==> config.mk <==
export PLATFORM = sky130hd
export DESIGN_NAME = i2c_master_reader
export DESIGN_NICKNAME = d
export VERILOG_FILES = /design/src/rtl/i2c_master_reader.sv
export SDC_FILE = /design/constraint.sdc
export NUM_CORES = 1
export LEC_CHECK = 0
export CORE_MARGIN = 5
export CORE_UTILIZATION = 57
export DETAILED_ROUTE_END_ITERATION = 10
export PLACE_DENSITY = 0.78
export SLEW_MARGIN = 20
export SYNTH_ARGS = -nofsm -noshare
export SYNTH_HDL_FRONTEND = slang
export SYNTH_SLANG_ARGS = --single-unit
==> constraint.sdc <==
create_clock -name clk -period 2.8 [get_ports clk]
set_input_delay 0.7 -clock clk [delete_from_list [all_inputs] [get_ports clk]]
set_output_delay 0.7 -clock clk [all_outputs]
set_load 0.05 [all_outputs]
==> src/rtl/i2c_master_reader.sv <==
// I2C controller that runs a single read transaction and collects three bytes
// (x_pos, y_pos, status) from a read-only target. SCL and SDA are driven open-drain.
module i2c_master_reader #(
  parameter logic [6:0]  I2C_ADDR = 7'h64,
  parameter int unsigned CLK_DIV  = 25
) (
  input  logic       clk,
  input  logic       rst,
  input  logic       start,
  input  logic       sda_in,
  output logic       scl_oe,
  output logic       sda_oe,
  output logic       busy,
  output logic       done,
  output logic       ack_err,
  output logic [7:0] x_pos,
  output logic [7:0] y_pos,
  output logic [7:0] status
);

  localparam int unsigned QW       = (CLK_DIV > 1) ? $clog2(CLK_DIV) : 1;
  localparam logic [QW-1:0] QMax   = QW'(CLK_DIV - 1);
  localparam logic [7:0]  AddrByte = {I2C_ADDR, 1'b1};

  typedef enum logic [2:0] {
    StIdle, StStart, StAddr, StAddrAck, StRead, StMack, StStop
  } state_e;

  state_e          state_q, state_d;
  logic [QW-1:0]   qcnt_q, qcnt_d;
  logic [1:0]      phase_q, phase_d;
  logic [2:0]      bit_q, bit_d;
  logic [1:0]      byte_q, byte_d;
  logic [7:0]      shreg_q, shreg_d;
  logic [7:0]      b0_q, b0_d, b1_q, b1_d, b2_q, b2_d;
  logic            nack_q, nack_d;
  logic            sda_meta_q, sda_sync_q;
  logic            scl_oe_q, scl_oe_d, sda_oe_q, sda_oe_d;
  logic            busy_q, busy_d, done_q, done_d, ack_err_q, ack_err_d;
  logic [7:0]      x_q, x_d, y_q, y_d, st_q, st_d;
  logic            slot_end, sample;

  assign slot_end = (qcnt_q == QMax) && (phase_q == 2'd3);
  assign sample   = (qcnt_q == QMax) && (phase_q == 2'd2);

  always_comb begin
    state_d   = state_q;
    qcnt_d    = qcnt_q;
    phase_d   = phase_q;
    bit_d     = bit_q;
    byte_d    = byte_q;
    shreg_d   = shreg_q;
    b0_d      = b0_q;
    b1_d      = b1_q;
    b2_d      = b2_q;
    nack_d    = nack_q;
    done_d    = 1'b0;
    ack_err_d = ack_err_q;
    x_d       = x_q;
    y_d       = y_q;
    st_d      = st_q;

    if (state_q != StIdle) begin
      if (qcnt_q == QMax) begin
        qcnt_d  = '0;
        phase_d = phase_q + 2'd1;
      end else begin
        qcnt_d = qcnt_q + QW'(1);
      end
    end

    case (state_q)
      StIdle: begin
        // The cycle that reports done also refuses a new start.
        if (start && !done_q) begin
          state_d   = StStart;
          qcnt_d    = '0;
          phase_d   = '0;
          bit_d     = '0;
          byte_d    = '0;
          ack_err_d = 1'b0;
        end
      end
      StStart: begin
        if (slot_end) begin
          state_d = StAddr;
          bit_d   = '0;
        end
      end
      StAddr: begin
        if (slot_end) begin
          if (bit_q == 3'd7) state_d = StAddrAck;
          else               bit_d   = bit_q + 3'd1;
        end
      end
      StAddrAck: begin
        if (sample) nack_d = sda_sync_q;
        if (slot_end) begin
          if (nack_q) begin
            ack_err_d = 1'b1;
            state_d   = StStop;
          end else begin
            state_d = StRead;
            bit_d   = '0;
            byte_d  = '0;
          end
        end
      end
      StRead: begin
        if (sample) shreg_d = {shreg_q[6:0], sda_sync_q};
        if (slot_end) begin
          if (bit_q == 3'd7) state_d = StMack;
          else               bit_d   = bit_q + 3'd1;
        end
      end
      StMack: begin
        if (slot_end) begin
          case (byte_q)
            2'd0:    b0_d = shreg_q;
            2'd1:    b1_d = shreg_q;
            default: b2_d = shreg_q;
          endcase
          if (byte_q == 2'd2) begin
            state_d = StStop;
          end else begin
            byte_d  = byte_q + 2'd1;
            bit_d   = '0;
            state_d = StRead;
          end
        end
      end
      StStop: begin
        if (slot_end) begin
          state_d = StIdle;
          done_d  = 1'b1;
          if (!ack_err_q) begin
            x_d  = b0_q;
            y_d  = b1_q;
            st_d = b2_q;
          end
        end
      end
      default: state_d = StIdle;
    endcase

    // Line levels are decoded from the next state so the outputs can be registered.
    busy_d   = (state_d != StIdle);
    scl_oe_d = 1'b0;
    sda_oe_d = 1'b0;
    case (state_d)
      StStart: begin
        sda_oe_d = phase_d[1];
        scl_oe_d = (phase_d == 2'd3);
      end
      StAddr: begin
        scl_oe_d = ~phase_d[1];
        sda_oe_d = ~AddrByte[3'd7 - bit_d];
      end
      StAddrAck, StRead: scl_oe_d = ~phase_d[1];
      StMack: begin
        scl_oe_d = ~phase_d[1];
        sda_oe_d = (byte_d != 2'd2);
      end
      StStop: begin
        scl_oe_d = (phase_d == 2'd0);
        sda_oe_d = ~phase_d[1];
      end
      default: begin
        scl_oe_d = 1'b0;
        sda_oe_d = 1'b0;
      end
    endcase
  end

  always_ff @(posedge clk) begin
    if (rst) begin
      state_q    <= StIdle;
      qcnt_q     <= '0;
      phase_q    <= '0;
      bit_q      <= '0;
      byte_q     <= '0;
      shreg_q    <= '0;
      b0_q       <= '0;
      b1_q       <= '0;
      b2_q       <= '0;
      nack_q     <= 1'b0;
      sda_meta_q <= 1'b1;
      sda_sync_q <= 1'b1;
      scl_oe_q   <= 1'b0;
      sda_oe_q   <= 1'b0;
      busy_q     <= 1'b0;
      done_q     <= 1'b0;
      ack_err_q  <= 1'b0;
      x_q        <= '0;
      y_q        <= '0;
      st_q       <= '0;
    end else begin
      state_q    <= state_d;
      qcnt_q     <= qcnt_d;
      phase_q    <= phase_d;
      bit_q      <= bit_d;
      byte_q     <= byte_d;
      shreg_q    <= shreg_d;
      b0_q       <= b0_d;
      b1_q       <= b1_d;
      b2_q       <= b2_d;
      nack_q     <= nack_d;
      sda_meta_q <= sda_in;
      sda_sync_q <= sda_meta_q;
      scl_oe_q   <= scl_oe_d;
      sda_oe_q   <= sda_oe_d;
      busy_q     <= busy_d;
      done_q     <= done_d;
      ack_err_q  <= ack_err_d;
      x_q        <= x_d;
      y_q        <= y_d;
      st_q       <= st_d;
    end
  end

  assign scl_oe  = scl_oe_q;
  assign sda_oe  = sda_oe_q;
  assign busy    = busy_q;
  assign done    = done_q;
  assign ack_err = ack_err_q;
  assign x_pos   = x_q;
  assign y_pos   = y_q;
  assign status  = st_q;

endmodule
==> After elaboration in Yosys (flattened, before gate mapping) <==
Memory sizes are Yosys's and may differ from the RTL's.
Index checks and enable logic that the tools add are counted.
{ "totals": {"ff_bits": 79, "romBits": 8, "in_bits": 4, "output_inout_bits": 29, "word_cells": 119, "memories": 1} }
{ "classes": {"n_addsub": 5, "order_cmp": 1, "eq_ne": 23, "n_mux": 43, "bitwise_logic": 5, "n_reduce_logical": 21} }
{ "mem_list": {"columns": ["memory", "words", "width", "rd", "rd_clocked_by_memory_dff", "wr", "line_no", "text"], "rows": [
  ["(name not given)", 8, 1, 1, 0, 0, "157", "sda_oe_d = ~AddrByte[3'd7 - bit_d];"]
]} }
{ "op_table": {"columns": ["op", "count"], "rows": [
  ["$mux W3", 17],
  ["$mux W2", 11],
  ["$eq A3 B3 Y1 const B", 7],
  ["$pmux W3 S7", 1],
  ["$mux W5", 4],
  ["$pmux W3 S5", 1],
  ["$eq A3 B2 Y1 const B", 4],
  ["$reduce_and A3 Y1", 4],
  ["$eq A2 B2 Y1 const B", 4],
  ["$ne A2 B2 Y1 const B", 4],
  ["$eq A3 B1 Y1 const B", 2],
  ["$pmux W2 S3", 1],
  ["$reduce_bool A3 Y1", 2],
  ["$reduce_or A2 Y1", 3],
  ["$add A5 B1 Y5 const B", 1],
  ["$eq A5 B5 Y1 const B", 1],
  ["$mux W1", 5],
  ["$not A1 Y1", 5],
  ["$add A2 B1 Y2 const B", 2],
  ["$logic_not A2 Y1", 2],
  ["$lt A3 B4 Y1 const B", 1],
  ["$pmux W1 S4", 1],
  ["$reduce_and A2 Y1", 2],
  ["$reduce_and A4 Y1", 1],
  ["10 further kinds", 12]
]} }

==> Longest topological paths before layout <==
Gate-level depths: netlist of run 1.
{ "depth": {"ltp_word": 9, "depth_mapped": 10, "depth_no_buf": 8} }

==> Worst setup path before layout of run 1 <==
Ideal clock, no wire load.
{ "synth_timing": {"kind": "input-to-reg", "start": "input port start", "end": "register sda_oe_q (netlist: sda_oe)", "setup_time_ns": 0.130, "t_arrival_ns": 1.919, "required_time_ns": 2.670, "setup_slack_ns": 0.751, "cell_stages": 6, "path_buffers": 0, "cell_sequence": "or3b_1 -> o21a_1 -> o32ai_2 -> nor4b_1 -> o211ai_1 -> o211ai_1"} }
{ "synth_between": {"elab_chain_len": 8, "word_cells_on_any_way": 20, "classes_between": "add/sub (1); eq/ne (5); mux (10); bitwise (2); reduce/logical (1); memory (1)"} }
{ "synth_rtl": {"columns": ["element", "line_no", "text"], "rows": [
  ["from (decl)", "9", "input logic start,"],
  ["$logic_and A1 B1 Y1 *", "75", "if (start && !done_q) begin"],
  ["$mux W3", "75", null],
  ["$pmux W3 S5", "72", "case (state_q)"],
  ["$sub A3 B3 Y3", "157", null],
  ["$mem_v2 Z8 W1", null, null],
  ["$mux W1 (not written as such)", "157", null],
  ["$not A1 Y1", "157", null],
  ["$pmux W1 S4 *", "150", "case (state_d)"],
  ["to (signal assigned)", "211", "sda_oe_q <= sda_oe_d;"],
  ["to (decl)", "38", "logic scl_oe_q, scl_oe_d, sda_oe_q, sda_oe_d;"]
]} }
Every way passes the cells marked *; elsewhere a longest branch is shown, timed or not. The select of a mux whose other input is x is not followed.
A chain may end at the register's enable or synchronous reset.

==> Worst setup path in the final report of run 1 <==
{ "layout_timing": {"start": "register qcnt_q[0]", "end": "register sda_oe_q (netlist: sda_oe)"} }
{ "layout_between": {"elab_chain_len": 9, "word_cells_on_any_way": 32, "classes_between": "add/sub (1); eq/ne (6); mux (21); bitwise (2); reduce/logical (1); memory (1)"} }
{ "layout_rtl": {"columns": ["element", "line_no", "text"], "rows": [
  ["from (decl)", "30", "logic [QW-1:0] qcnt_q, qcnt_d;"],
  ["from (signal assigned)", "199", "qcnt_q <= qcnt_d;"],
  ["$eq A5 B5 Y1 *", "43, 64", null],
  ["$logic_and A1 B1 Y1", "43", "assign slot_end = (qcnt_q == QMax) && (phase_q == 2'd3);"],
  ["$mux W3, on equally long branches", null, null],
  ["$pmux W3 S5", "72", null],
  ["$sub A3 B3 Y3", "157", null],
  ["$mem_v2 Z8 W1", null, null],
  ["$mux W1 (not written as such)", "157", null],
  ["$not A1 Y1", "157", null],
  ["$pmux W1 S4 *", "150", null]
]} }
Marked as above.

==> results.sh, run 1 <==
export IMPL_post_route_drc_count=0
export IMPL_syn_area_per_cell_sq_um=8.310
export IMPL_whs_endpoint="sda_sync_q"
export IMPL_antenna_found_initial=0
export IMPL_cts_sinks=79
export IMPL_finalSetupViolCount=0
export IMPL_grt_pass1_vias=2694
export IMPL_viasPerCell=5.695
export IMPL_critPathMaxFanout=15
export IMPL_hold_depth=1
export IMPL_layout_common_cells="87 x nand2_1, 79 x dfxtp_1, 60 x a21oi_1, 32 x nand3_1, 31 x clkdlybuf4s50_1"
export IMPL_drive_above_1_share_pct=8.072
export IMPL_track_usage_pct=19.98
export IMPL_startpoint_type="register"
export IMPL_worst_pin_slew_ps=730.8
export IMPL_hold_viol=0
export IMPL_ant_nets=0
export IMPL_syn_inst=419
export IMPL_coreArea_sq_mm=0.005921
export IMPL_cts_root_buf="clkbuf_8"
export IMPL_grt_max_degree=46
export IMPL_whs_ps=418.6
export IMPL_synth_net_count=432
export IMPL_reg2reg_depth=8
export IMPL_cts_tree="yes"
export IMPL_timing_slew_headroom_pct=51.21
export IMPL_grt_setup_unrepaired="false"
export IMPL_area_growth_pct=17.21
export IMPL_h_tree_depth=3
export IMPL_ys_seq_area_share_pct=45.42
export IMPL_hold_buffers=0
export IMPL_netlist_area_sq_mm=0.003482
export IMPL_place_congestion=0.8885
export IMPL_fin_crit_ps=2395
export IMPL_r2r_setup_slack_ps=410
export IMPL_die_area_sq_mm=0.007772
export IMPL_antenna_cells=0
export IMPL_async_reset_ff_share_pct=0
export IMPL_yosys_area_top_type="dfxtp_1"
export IMPL_overflow=0
export IMPL_maxSlewViolCount=0
export IMPL_synth_cell_types=55
export IMPL_worstSetupPathType="register to register"
export IMPL_dp_hpwl_mm=5.074
export IMPL_outcome="complete, no violations"
export IMPL_numCtsBuffers=9
export IMPL_min_delay_start="sda_meta_q"
export IMPL_drt_iter0_drc=215
export IMPL_cap_violations=0
export IMPL_hold_class="register to register"
export IMPL_yosys_warnings=0
export IMPL_leakagePower_uw=0.001421
export IMPL_placementRows=28
export IMPL_final_nets=454
export IMPL_final_common_cell="nand2_1"
export IMPL_min_period_over_period_pct=85.52
export IMPL_synthFlopType="dfxtp_1"
export IMPL_cp_arrival_ps=2670
export IMPL_clkLatencyLatePin_ps=350
export IMPL_firstDrtPassIters=5
export IMPL_r2r_end="sda_oe"
export IMPL_die_width_um=88.16
export IMPL_ir_drop_mv=0.3850
export IMPL_wire_per_inst_um=14.17
export IMPL_fmax_ghz=0.4176
export IMPL_io_buffer_count=32
export IMPL_ys_seq_elements=79
export IMPL_power_density_mw_per_mm2=548.7
export IMPL_start_util_pct=58.81
export IMPL_die_height_um=88.16
export IMPL_fin_setup_tns_ps=0
export IMPL_end_kind="register"
export IMPL_clkTransAtPathRegs_ps=80
export IMPL_grt_pass1_wl_mm=12.39
export IMPL_reg2reg_from="qcnt_q[0]"
export IMPL_synth_area_leaders="dfxtp_1 45%, nand2_1 9.4%, a21oi_1 8.6%, nand3_1 4.6%, ha_1 3.2%"
export IMPL_cp_required_ps=3070
export IMPL_cts_setup_buffers=0
export IMPL_cts_resized_gates=0
export IMPL_via_count=2967
export IMPL_skew_ps=12.77
export IMPL_synth_edf_count=0
export IMPL_synth_top_area_share_pct=45.42
export IMPL_wirelength_mm=7.384
export IMPL_clockBufferDepth=2
export IMPL_pin_count=33
-- final cells by class --
type | count | area (sq um)
multi-input combinational | 304 | 1752
inverter | 8 | 30.03
clock inverter | 6 | 116.4
timing repair buffer | 39 | 380.4
fill | 487 | 1839
sequential | 79 | 1582
clock buffer | 10 | 127.6
tap | 75 | 93.84
-- layer usage --
layer	vias to the layer above	share of wire (%)	track usage [%]
met1	1378	48	28.08
met4	0	1.2	8.104
met2	88	46	30.59
met5	-	0	0
li1	1490	-	-
met3	11	5.5	3.198
-- synthesized netlist by cell type, drive strengths merged (3+ instances only) --
library cell and count:
clkbuf 20, nor2 24, nand3 32, nand2 87, inv 8, or2 5
ha 9, xor2 3, nor3 5, o21ai 7, a21oi 60, nand4 4
a22oi 5, dfxtp 79, o211ai 5, a31oi 4, nand2b 3, buf 8
mux2i 10, nor2b 5, nor4b 3
-- worst max-delay path, stage by stage, from the launching register on --
cell and delay [ps]:
dfxtp_1 350, inv_1 80, ha_1 180, and4b_1 540, nand3_1 230, mux2i_1 300
nor4b_2 330, nand3_1 130, o211ai_1 170
-- registers in the layout (all words and copies together) (netlist names), 3 cells and up --
signal,count
b2_q,8
qcnt_q,5
y_pos,8
bit_q,3
x_pos,8
status,8
b1_q,8
b0_q,8
state_q,3
shreg_q,8
-- cell families after synthesis --
| logic type | synth area share [%] |
|---|---|
| buf+inv | 4.527 |
| mux | 2.875 |
| compound gates | 17.18 |
| flops | 45.42 |
| xor+xnor | 1.006 |
| fa+ha+maj | 3.234 |
| simple gates | 25.76 |
-- power breakdown --
| group | switching, uW | internal [uW] |
|---|---|---|
| combinational | 54.3 | 27.2 |
| sequential | 5.01 | 1130 |
| clock | 425 | 601 |
| total | 484 | 1760 |
-- worst max path at each step --
stage,startpoint,endpoint,slack [ps],cells after the start
global placement,start,sda_oe,180,7
floorplan,start,sda_oe,750,6
detailed placement,start,sda_oe,130,7
global route,qcnt_q[0],sda_oe,120,8
CTS,qcnt_q[0],sda_oe,420,8
finish,qcnt_q[0],sda_oe,410,8
-- per-stage QoR --
stage	total power, uW	cells	cell area [sq um]	util, %	setup WS [ps]
finish	2240	521	4081	68.93	405.3
detailed placement	1240	505	3837	64.81	130.2
global route	2297	521	4081	68.93	123.9
floorplan	1217	419	3482	-	750.9
global placement	1238	505	3837	64.81	175.2
CTS	2249	521	4081	68.93	421.3
Note: power is estimated with default switching activity, not from simulation.
==> run 2, diff against run 1 <==
--- a/config.mk
+++ b/config.mk
@@ -5,7 +5,7 @@
 export SDC_FILE = /design/constraint.sdc
 export NUM_CORES = 1
 export LEC_CHECK = 0
-export CORE_MARGIN = 5
+export CORE_MARGIN = 2
 export CORE_UTILIZATION = 57
 export DETAILED_ROUTE_END_ITERATION = 10
 export PLACE_DENSITY = 0.78
==> run 2 against run 1 <==
Die area decreased by 13%. Critical endpoint unchanged. Via count increased by 0.67%. Largest cell class unchanged. Combinational power decreased by 8.3%. Register-to-register slack got worse by 20 ps. Global-route usage increased by 3.9 points. Total power increased by 0.51%.
==> results.sh, run 2 (synthesis gave the netlist of run 1 again) <==
export IMPL_io_buffer_count=32
export IMPL_startpoint_type="register"
export IMPL_swShare_pct=22.13
export IMPL_die_height_um=82.16
export IMPL_final_cells=522
export IMPL_fin_setup_tns_ps=0
export IMPL_clockPowerShare_pct=46.2
export IMPL_final_common_cell="nand2_1"
export IMPL_coreArea_sq_mm=0.005921
export IMPL_min_delay_start="sda_meta_q"
export IMPL_worstSetupPathType="register to register"
export IMPL_critPathMaxFanout=15
export IMPL_wire_per_inst_um=14.30
export IMPL_cts_resized_gates=0
export IMPL_grt_setup_unrepaired="false"
export IMPL_ant_nets=0
export IMPL_outcome="complete, no violations"
export IMPL_cts_root_buf="clkbuf_8"
export IMPL_die_width_um=82.16
export IMPL_clkLatencyLatePin_ps=360
export IMPL_hold_class="register to register"
export IMPL_viasPerCell=5.722
export IMPL_cp_arrival_ps=2710
export IMPL_hold_viol=0
export IMPL_worst_pin_slew_ps=730.0
export IMPL_placementRows=28
export IMPL_firstDrtPassIters=5
export IMPL_track_usage_pct=23.85
export IMPL_intPower_uw=1753
export IMPL_start_util_pct=58.81
export IMPL_place_congestion=0.8462
export IMPL_skew_ps=14.14
export IMPL_whs_endpoint="sda_sync_q"
export IMPL_ir_drop_mv=0.3583
export IMPL_grt_pass1_wl_mm=12.42
export IMPL_post_route_drc_count=0
export IMPL_grt_pass1_vias=2648
export IMPL_via_count=2987
export IMPL_clkTransAtPathRegs_ps=90
export IMPL_power_combinational_fraction_pct=3.3
export IMPL_cts_tree="yes"
export IMPL_fin_crit_ps=2415
export IMPL_numPlacedInstances=506
export IMPL_antenna_found_initial=0
export IMPL_antenna_cells=0
export IMPL_drive_above_1_share_pct=8.277
export IMPL_overflow=0
export IMPL_h_tree_depth=3
export IMPL_pin_count=33
export IMPL_wirelength_mm=7.464
export IMPL_r2r_end="sda_oe"
export IMPL_leakagePower_uw=0.001421
export IMPL_clockBufferDepth=2
export IMPL_hold_depth=1
export IMPL_end_kind="register"
export IMPL_sequentialPowerShare_pct=50.5
export IMPL_area_growth_pct=17.07
export IMPL_fin_ws_ps=384.9
export IMPL_maxSlewViolCount=0
export IMPL_drt_iter0_drc=297
export IMPL_finalSetupViolCount=0
export IMPL_layout_common_cells="87 x nand2_1, 79 x dfxtp_1, 60 x a21oi_1, 32 x nand3_1, 31 x clkdlybuf4s50_1"
export IMPL_power_density_mw_per_mm2=552.2
export IMPL_dp_slack_ps=125.6
export IMPL_numCtsBuffers=9
export IMPL_final_nets=455
export IMPL_die_area_sq_mm=0.006750
export IMPL_reg2reg_from="qcnt_q[0]"
export IMPL_cp_required_ps=3090
export IMPL_dp_hpwl_mm=4.988
export IMPL_min_period_over_period_pct=86.25
export IMPL_hold_buffers=0
export IMPL_cts_sinks=79
export IMPL_fmax_ghz=0.4141
export IMPL_final_util_pct=68.85
export IMPL_grt_max_degree=38
export IMPL_r2r_setup_slack_ps=380
export IMPL_cts_setup_buffers=0
export IMPL_cap_violations=0
export IMPL_reg2reg_depth=8
export IMPL_timing_slew_headroom_pct=51.26
export IMPL_power_switching_uw=498.2
## run 2: worst max path at each step
stage / from / end / slack [ps] / depth (start not counted)
global route: qcnt_q[0] / sda_oe / 200 / 8
global placement: start / sda_oe / 130 / 7
finish: qcnt_q[0] / sda_oe / 380 / 8
detailed placement: start / sda_oe / 130 / 7
floorplan: start / sda_oe / 750 / 6
CTS: qcnt_q[0] / sda_oe / 450 / 8
## run 2: final cells by class
cell class                 instances  area (sq um)
multi-input combinational        304          1752
clock buffer                      10         127.6
sequential                        79          1582
inverter                           8         30.03
timing repair buffer              40         375.4
clock inverter                     6         116.4
tap                               75         93.84
fill                             500          1844
## run 2: power by group through the flow
stage	Combinational (uW)	Clock (uW)	Sequential, uW
2_1_floorplan	56.7	0	1160
3_3_place_gp	73.7	0	1160
3_5_place_dp	73.7	0	1160
4_1_cts	74.3	1050	1140
6_report	74.7	1040	1140
5_1_grt	82.3	1100	1140
## run 2: per-stage QoR
| stage | hold WS (ps) | cell area, sq um | total power (uW) |
|---|---|---|---|
| CTS | 417.7 | 4076 | 2259 |
| global route | 439.1 | 4076 | 2317 |
| global placement | 392.4 | 3832 | 1236 |
| detailed placement | 396.3 | 3832 | 1236 |
| finish | 414.3 | 4076 | 2251 |
| floorplan | 389.5 | 3482 | 1217 |
## run 2: worst max-delay path, cell delays in order (launching register included)
cell      delay (ps)
dfxtp_1          340
inv_1             80
ha_1             170
and4b_1          550
nand3_1          240
mux2i_1          330
nor4b_2          350
nand3_1          130
o211ai_1         160
## run 2: routing by layer
layer / track usage (%) / part of all wire [%] / up-vias
met2: 34.39 / 44 / 90
met4: 7.500 / 1.0 / 0
li1: - / - / 1499
met3: 5.870 / 6.5 / 9
met1: 35.03 / 48 / 1389
met5: 0 / 0 / -
==> run 3, diff against run 2 <==
--- a/config.mk
+++ b/config.mk
@@ -9,7 +9,6 @@
 export CORE_UTILIZATION = 57
 export DETAILED_ROUTE_END_ITERATION = 10
 export PLACE_DENSITY = 0.78
-export SLEW_MARGIN = 20
 export SYNTH_ARGS = -nofsm -noshare
 export SYNTH_HDL_FRONTEND = slang
 export SYNTH_SLANG_ARGS = --single-unit
==> results of run 3 <==
No change in the layout: final DEF, timing and power equal those of run 2.
